**config.mk**
```make
export PLATFORM = sky130hd
export DESIGN_NAME = dxm_cdc_tx
export DESIGN_NICKNAME = d
export VERILOG_FILES = /design/src/rtl/dxm_cdc_tx_pkg.sv /design/src/rtl/dxm_sync_n.sv /design/src/rtl/dxm_cdc_tx.sv
export SDC_FILE = /design/constraint.sdc
export NUM_CORES = 1
export LEC_CHECK = 0
export BUFFER_PORTS_ARGS = -buffer_cell sky130_fd_sc_hd__buf_2
export CAP_MARGIN = 20
export CORE_MARGIN = 8
export CORE_UTILIZATION = 45
export CTS_BUF_LIST = sky130_fd_sc_hd__clkbuf_2
export DETAILED_ROUTE_END_ITERATION = 10
export PLACE_DENSITY_LB_ADDON = 0.1
export SLEW_MARGIN = 15
export SYNTH_ARGS = -nofsm -noshare
export SYNTH_HDL_FRONTEND = slang
export SYNTH_SLANG_ARGS = --single-unit
```
**constraint.sdc**
```tcl
create_clock -name clk -period 1.3 [get_ports clk]
set_input_delay 0.26 -clock clk [delete_from_list [all_inputs] [get_ports clk]]
set_output_delay 0.26 -clock clk [all_outputs]
set_load 0.01 [all_outputs]
```
**src/rtl/dxm_cdc_tx_pkg.sv**
```systemverilog
// Shared definitions for the toggle request/acknowledge data crossing.
// Used by the source-side transmitter and the destination-side receiver.
package dxm_cdc_tx_pkg;

  // Two-phase protocol: a transfer is outstanding while req != ack.
  // The source toggles req once per word. The destination toggles ack once
  // it has captured the data. Both toggles reset to 0 from the shared rst_n.
  typedef enum logic {
    DXM_CDC_IDLE = 1'b0,
    DXM_CDC_WAIT = 1'b1
  } dxm_cdc_state_e;

  localparam int DXM_CDC_SYNC_STAGES_DEF = 2;

  function automatic logic dxm_toggle_match(input logic i_req, input logic i_ack);
    return (i_req == i_ack);
  endfunction

endpackage

```
**src/rtl/dxm_sync_n.sv**
```systemverilog
// Multi-stage async-reset synchroniser for a single-bit level or toggle.
// The output resets to 0 and follows the input after STAGES clk edges.
module dxm_sync_n #(
  parameter int STAGES = 2
) (
  input  logic clk,
  input  logic rst_n,
  input  logic i_d,
  output logic o_q
);

  logic [STAGES-1:0] r_sync;

  always_ff @(posedge clk or negedge rst_n) begin
    if (!rst_n) begin
      r_sync <= '0;
    end else begin
      r_sync <= {r_sync[STAGES-2:0], i_d};
    end
  end

  assign o_q = r_sync[STAGES-1];

endmodule

```
**src/rtl/dxm_cdc_tx.sv**
```systemverilog
// Source-side transmitter of the toggle req/ack crossing.
// Holds one word on tx_data until the resynchronised ack matches tx_req.
module dxm_cdc_tx
  import dxm_cdc_tx_pkg::*;
#(
  parameter int DATA_W      = 32,
  parameter int SYNC_STAGES = DXM_CDC_SYNC_STAGES_DEF,
  parameter int TO_W        = 8,
  parameter int TO_CYC      = 200
) (
  input  logic              clk,
  input  logic              rst_n,
  input  logic              in_valid,
  input  logic [DATA_W-1:0] in_data,
  output logic              in_ready,
  output logic              tx_req,
  output logic [DATA_W-1:0] tx_data,
  input  logic              rx_ack,
  output logic              busy,
  output logic              timeout_err,
  input  logic              err_clr
);

  localparam logic [TO_W-1:0] LP_TO_MAX = TO_W'(TO_CYC);
  localparam logic [TO_W-1:0] LP_TO_PRE = TO_W'(TO_CYC - 1);

  dxm_cdc_state_e    r_state;
  dxm_cdc_state_e    w_state_nxt;
  logic              r_tx_req;
  logic [DATA_W-1:0] r_tx_data;
  logic [TO_W-1:0]   r_cnt;
  logic              r_timeout_err;
  logic              w_ack_s;
  logic              w_ack_match;
  logic              w_accept;
  logic              w_waiting;
  logic              w_to_hit;

  dxm_sync_n #(
    .STAGES (SYNC_STAGES)
  ) u_ack_sync (
    .clk   (clk),
    .rst_n (rst_n),
    .i_d   (rx_ack),
    .o_q   (w_ack_s)
  );

  assign w_ack_match = dxm_toggle_match(r_tx_req, w_ack_s);

  always_comb begin
    w_state_nxt = r_state;
    w_accept    = 1'b0;
    w_waiting   = 1'b0;
    case (r_state)
      DXM_CDC_IDLE: begin
        if (in_valid) begin
          w_accept    = 1'b1;
          w_state_nxt = DXM_CDC_WAIT;
        end
      end
      DXM_CDC_WAIT: begin
        if (w_ack_match) begin
          w_state_nxt = DXM_CDC_IDLE;
        end else begin
          w_waiting = 1'b1;
        end
      end
      default: w_state_nxt = DXM_CDC_IDLE;
    endcase
  end

  always_ff @(posedge clk or negedge rst_n) begin
    if (!rst_n) begin
      r_state <= DXM_CDC_IDLE;
    end else begin
      r_state <= w_state_nxt;
    end
  end

  // Data and request change only on the accept edge; frozen while waiting.
  always_ff @(posedge clk or negedge rst_n) begin
    if (!rst_n) begin
      r_tx_req  <= 1'b0;
      r_tx_data <= '0;
    end else if (w_accept) begin
      r_tx_req  <= ~r_tx_req;
      r_tx_data <= in_data;
    end
  end

  always_ff @(posedge clk or negedge rst_n) begin
    if (!rst_n) begin
      r_cnt <= '0;
    end else if (w_accept) begin
      r_cnt <= '0;
    end else if (w_waiting && (r_cnt != LP_TO_MAX)) begin
      r_cnt <= r_cnt + 1'b1;
    end
  end

  // Flag on the edge the counter reaches TO_CYC; set beats a coincident clear.
  assign w_to_hit = w_waiting && (r_cnt == LP_TO_PRE);

  always_ff @(posedge clk or negedge rst_n) begin
    if (!rst_n) begin
      r_timeout_err <= 1'b0;
    end else if (w_to_hit) begin
      r_timeout_err <= 1'b1;
    end else if (err_clr) begin
      r_timeout_err <= 1'b0;
    end
  end

  assign in_ready    = (r_state == DXM_CDC_IDLE);
  assign busy        = (r_state == DXM_CDC_WAIT);
  assign tx_req      = r_tx_req;
  assign tx_data     = r_tx_data;
  assign timeout_err = r_timeout_err;

endmodule

```
After elaboration in Yosys (flattened, before gate mapping)
Index checks and enable logic that the tools add are counted.
{"block": "classes", "n_addsub": 1, "n_eq_ne": 3, "n_mux": 9, "n_bitwise": 2, "reduce_logical": 4}
{"cell": "$mux W8", "count": 2}
{"cell": "$add A8 B1 Y8 const B", "count": 1}
{"cell": "$eq A8 B8 Y1 const B", "count": 1}
{"cell": "$ne A8 B8 Y1 const B", "count": 1}
{"cell": "$mux W1", "count": 6}
{"cell": "$reduce_bool A2 Y1", "count": 2}
{"cell": "$logic_and A1 B1 Y1", "count": 2}
{"cell": "$not A1 Y1", "count": 2}
{"cell": "$pmux W1 S2", "count": 1}
{"cell": "$eq A1 B1 Y1", "count": 1}
{"block": "word_totals", "reg_bits": 45}

Logic depth before layout (Yosys ltp)
{"block": "logic_depth", "word_depth": 6, "ltp_mapped": 5, "mapped_depth_nobuf": 5}

Hierarchy
A second synthesis with hierarchy kept.
{"block": "hier_totals", "cells_unflattened": 193, "area_unflattened_um2": 1836.8}
{"mod": "dxm_cdc_tx", "instances": 1, "cells_per_inst": 191, "area_each_um2": 1786.7, "seq_area_each_um2": 1076.0}
{"mod": "dxm_sync_n", "instances": 1, "cells_per_inst": 2, "area_each_um2": 50.0, "seq_area_each_um2": 50.0}

Worst setup path after synthesis
Ideal clock, no wire load.
{"block": "synth_timing", "kind": "register -> register", "startpoint": "reg r_cnt[4]", "endpoint": "reg r_cnt[1]", "setup_ps": 125, "arrival_time_ps": 1314, "path_slack_ps": -139, "path_stages_with_launch": 4, "path_buffers": 0, "synth_period_minus_slack_ps": 1439, "cell_sequence": "dfrtp_1 > nand4bb_1 > o311ai_2 > mux2_2"}
{"block": "synth_via", "elab_chain_len": 3}
{"element": "start, declared", "line_no": "dxm_cdc_tx.sv:31", "rtl": "logic [TO_W-1:0] r_cnt;"}
{"element": "start signal, assigned", "line_no": "dxm_cdc_tx.sv:97", "rtl": "r_cnt <= r_cnt + 1'b1;"}
{"element": "$ne A8 B8 Y1", "line_no": "dxm_cdc_tx.sv:96", "rtl": "end else if (w_waiting && (r_cnt != LP_TO_MAX)) begin"}
{"element": "$logic_and A1 B1 Y1", "line_no": "dxm_cdc_tx.sv:96"}
{"element": "$reduce_bool A2 Y1 (no line)"}
No other way between the ends.
A chain may end at the register's enable or synchronous reset.

Final worst setup path
{"block": "layout_timing", "startpoint": "reg r_cnt[0]", "endpoint": "reg r_cnt[6]"}
{"block": "layout_via", "elab_chain_len": 3, "word_cells_on_any_way": 6, "cone_classes": "1 x add/sub; 1 x eq/ne; 2 x mux; 2 x reduce/logical"}
{"element": "$add A8 B1 Y8 / $ne A8 B8 Y1 (equally long branches)", "line_no": "dxm_cdc_tx.sv:97, dxm_cdc_tx.sv:96"}
{"element": "$mux W8 / $logic_and A1 B1 Y1 (equally long branches)", "line_no": "dxm_cdc_tx.sv:96"}
{"element": "$mux W8 / $reduce_bool A2 Y1 (equally long branches)"}
Several ways; a longest one is shown, not always the timed one. The select of a mux whose other input is x is not followed.

==> run metrics <==
max frequency=671 MHz; Syn-to-layout area delta=73.2%; remaining antenna violation count=0; antenna cells=0; half-perimeter wire length after placement=3.37 mm; core area=3970 sq um; nets@finish=364; GRT Util Overall=0.173; drt pass-1 iters=4; r2r endpoint=r_cnt[6]; starting density of the core=0.463; hold path start=in_data[2]; WHS Endpoint=tx_data[2]; CP Class=reg -> reg; max-capacitance violation count=0; Die X=79.9 microns; Slew Limit Fails=0; Syn Nets=232; largest net degree at the start of global routing=46; register bit total from synthesis=45; number of fill cells=248; asr flop ratio synth=1.00; Final setup viols=11; initial antenna violation count=0; vias in the first global route=1,885; GP Congestion=0.837; minimum clock period=1.49 ns; utilization after layout=0.801; worst endpoint data arrival time=1.86 ns; via count=1,843; global-route wire length before repair=8.72 mm; share of the yosys chip area belonging to registers=0.613; Clk pin slew, worst setup/hold paths=0.24 ns; cell count of the worst hold path=3; failing checks=setup timing; yosys warns=0; Avg Vias per Cell=4.90; data required time of the worst path=1.67 ns; fraction of layout cells with a size suffix above 1=0.436; Root Buffer=clkbuf_2; Critical Path End Type=register; WHS=0.0211 ns; num rows=23; slowest stage delay, CP=0.47 ns; # DRC=0; CP Max Fanout=3; run status=complete, but fails checks; maximum VDD drop=1.01 mV; Worst setup SP type=register; slew margin rel.=0.780; RSZ-0062 raised after global routing=true; ys flop type=dfrtp_1; htree depth=2; crit-path cells=buf_6 -> ha_4 -> nand2_2 -> or4_1 -> a21oi_1; Slowest cell on crit path=or4_1; critical path depth in cells=5; WP buf/inv=1; number of library cell types mapped by synthesis=27; clk sinks=45; Leak=1.64 nW; Post-Synthesis Cell Area=1840 sq um; cts bufs inserted=5; Final period util=1.15; final worst-path setup slack=-0.191 ns; worst-case clock buffer depth=2; Avg Synthesized Cell Area=9.52 sq um; r2r setup slk=-0.19 ns; cell family with most CP delay=simple AND/OR/NAND/NOR gates; pwr/cell area=1980 nW/um^2; number of synthesized flops with an enable pin=0; port bufs=72; num ports=73; worst hold path class=in -> reg; CTS tree=built; Die Y=79.9 microns; Setup Slack @ Placement=-0.131 ns; Reg-to-Reg Start=r_cnt[0]; Worst Skew=0.0110 ns; worst-skew pair later-pin latency=0.42 ns; final hold vios=0; worst reg2reg path depth=5; full die area=6380 sq um; DR iter-0 viols=107; GRT overflow=0; Worst-Margin Slew=0.330 ns; Syn Inst Count=193; DR WL/cell=15.7 microns; Final Routed Wirelength=5.90 mm
[cell families after synthesis]
logic type | after synthesis | synth area share
xor gates and xnor gates | 3 | 0.0184
AOI/OAI and AO/OA | 11 | 0.0497
DFF | 45 | 0.613
muxes | 4 | 0.0225
adders and majority gates | 2 | 0.0136
and+or+nand+nor | 115 | 0.255
buffers and inverters | 13 | 0.0272
[Yosys cell counts (2+ instances only)]
library cell / n / area (sq um)
inv_1: 4 / 15.0
nand2_1: 102 / 383
nand2b_1: 3 / 18.8
nand3_1: 2 / 10.0
dfrtp_1: 45 / 1130
o31ai_1: 3 / 22.5
mux2i_1: 3 / 30.0
o311ai_0: 2 / 17.5
o41ai_1: 2 / 17.5
clkbuf_1: 8 / 30.0
nor4b_1: 2 / 17.5
ha_1: 2 / 25.0
[state kept, by name, summed over array words and instances (netlist names)]
signal,count
busy,1
r_cnt,8
timeout_err,1
tx_data,32
tx_req,1
u_ack_sync.r_sync,2
[layer usage]
layer	wire (microns)	global-route usage	vias to the layer above
met5	0	0	-
met2	3010	0.288	63
li1	-	-	881
met1	2320	0.192	889
met3	483	0.0664	10
met4	83	0.0764	0
[power breakdown]
part	switching [mW]	internal, mW
clock	0.477	0.338
combinational	1.57	1.61
sequential	0.374	1.95
[final cells by class]
type	count	area, sq um	area share
inverters	4	17.5	0.00551
flip-flops and latches	45	1130	0.355
clock inverters	2	38.8	0.0122
repair buffers	134	1040	0.327
multi-input cells	135	863	0.271
well taps	50	62.6	0.0197
clock buffers	6	30.0	0.00944
[worst min-delay path: cells and delay by family]
| family | cells | cell delay [ns] |
|---|---|---|
| AND/OR/NAND/NOR | 2 | 0.09 |
| buffers and inverters | 1 | 0.07 |
[through the flow]
step | instances | cell area [sq um] | power [mW] | setup TNS (ns)
floorplan | 193 | 1870 | 3.45 | -0.158
global route | 376 | 3180 | 6.71 | -2.20
CTS | 367 | 2910 | 5.78 | -0.678
finish | 376 | 3180 | 6.31 | -1.11
global placement | 333 | 2500 | 4.61 | -0.367
detailed placement | 333 | 2500 | 4.69 | -0.558
[cell usage in the layout, fill, tap and decap left out, types with 2 or more instances in the layout]
cell / instances
buf_12: 3
buf_2: 59
buf_4: 25
buf_6: 21
clkbuf_2: 6
dfrtp_1: 42
dfrtp_2: 3
dlygate4sd3_1: 26
ha_4: 2
inv_2: 2
mux2i_1: 3
nand2_1: 100
nand2_2: 2
nand2b_1: 2
nand3_4: 2
o311ai_4: 3
o31ai_1: 2
o41ai_2: 2
[repair_timing]
action / in CTS / in global routing
pin swaps: 5 / 8
setup endpoints to repair: 11 / 69
buffers inserted: 4 / 5
endpoints found under the hold margin: 66 / 4
resized for setup: 22 / 32
hold buffers: 22 / 4
[worst max-delay path by stage]
stage,start,to,slack (ns)
after detailed placement,r_cnt[1],r_cnt[1],-0.13
after CTS,tx_req,tx_req,-0.16
after global routing,r_cnt[1],r_cnt[6],-0.24
after floorplan,r_cnt[0],r_cnt[1],-0.11
after global placement,r_cnt[1],r_cnt[1],-0.11
final,r_cnt[0],r_cnt[6],-0.19
No activity file was read; power rests on OpenSTA's default activity.
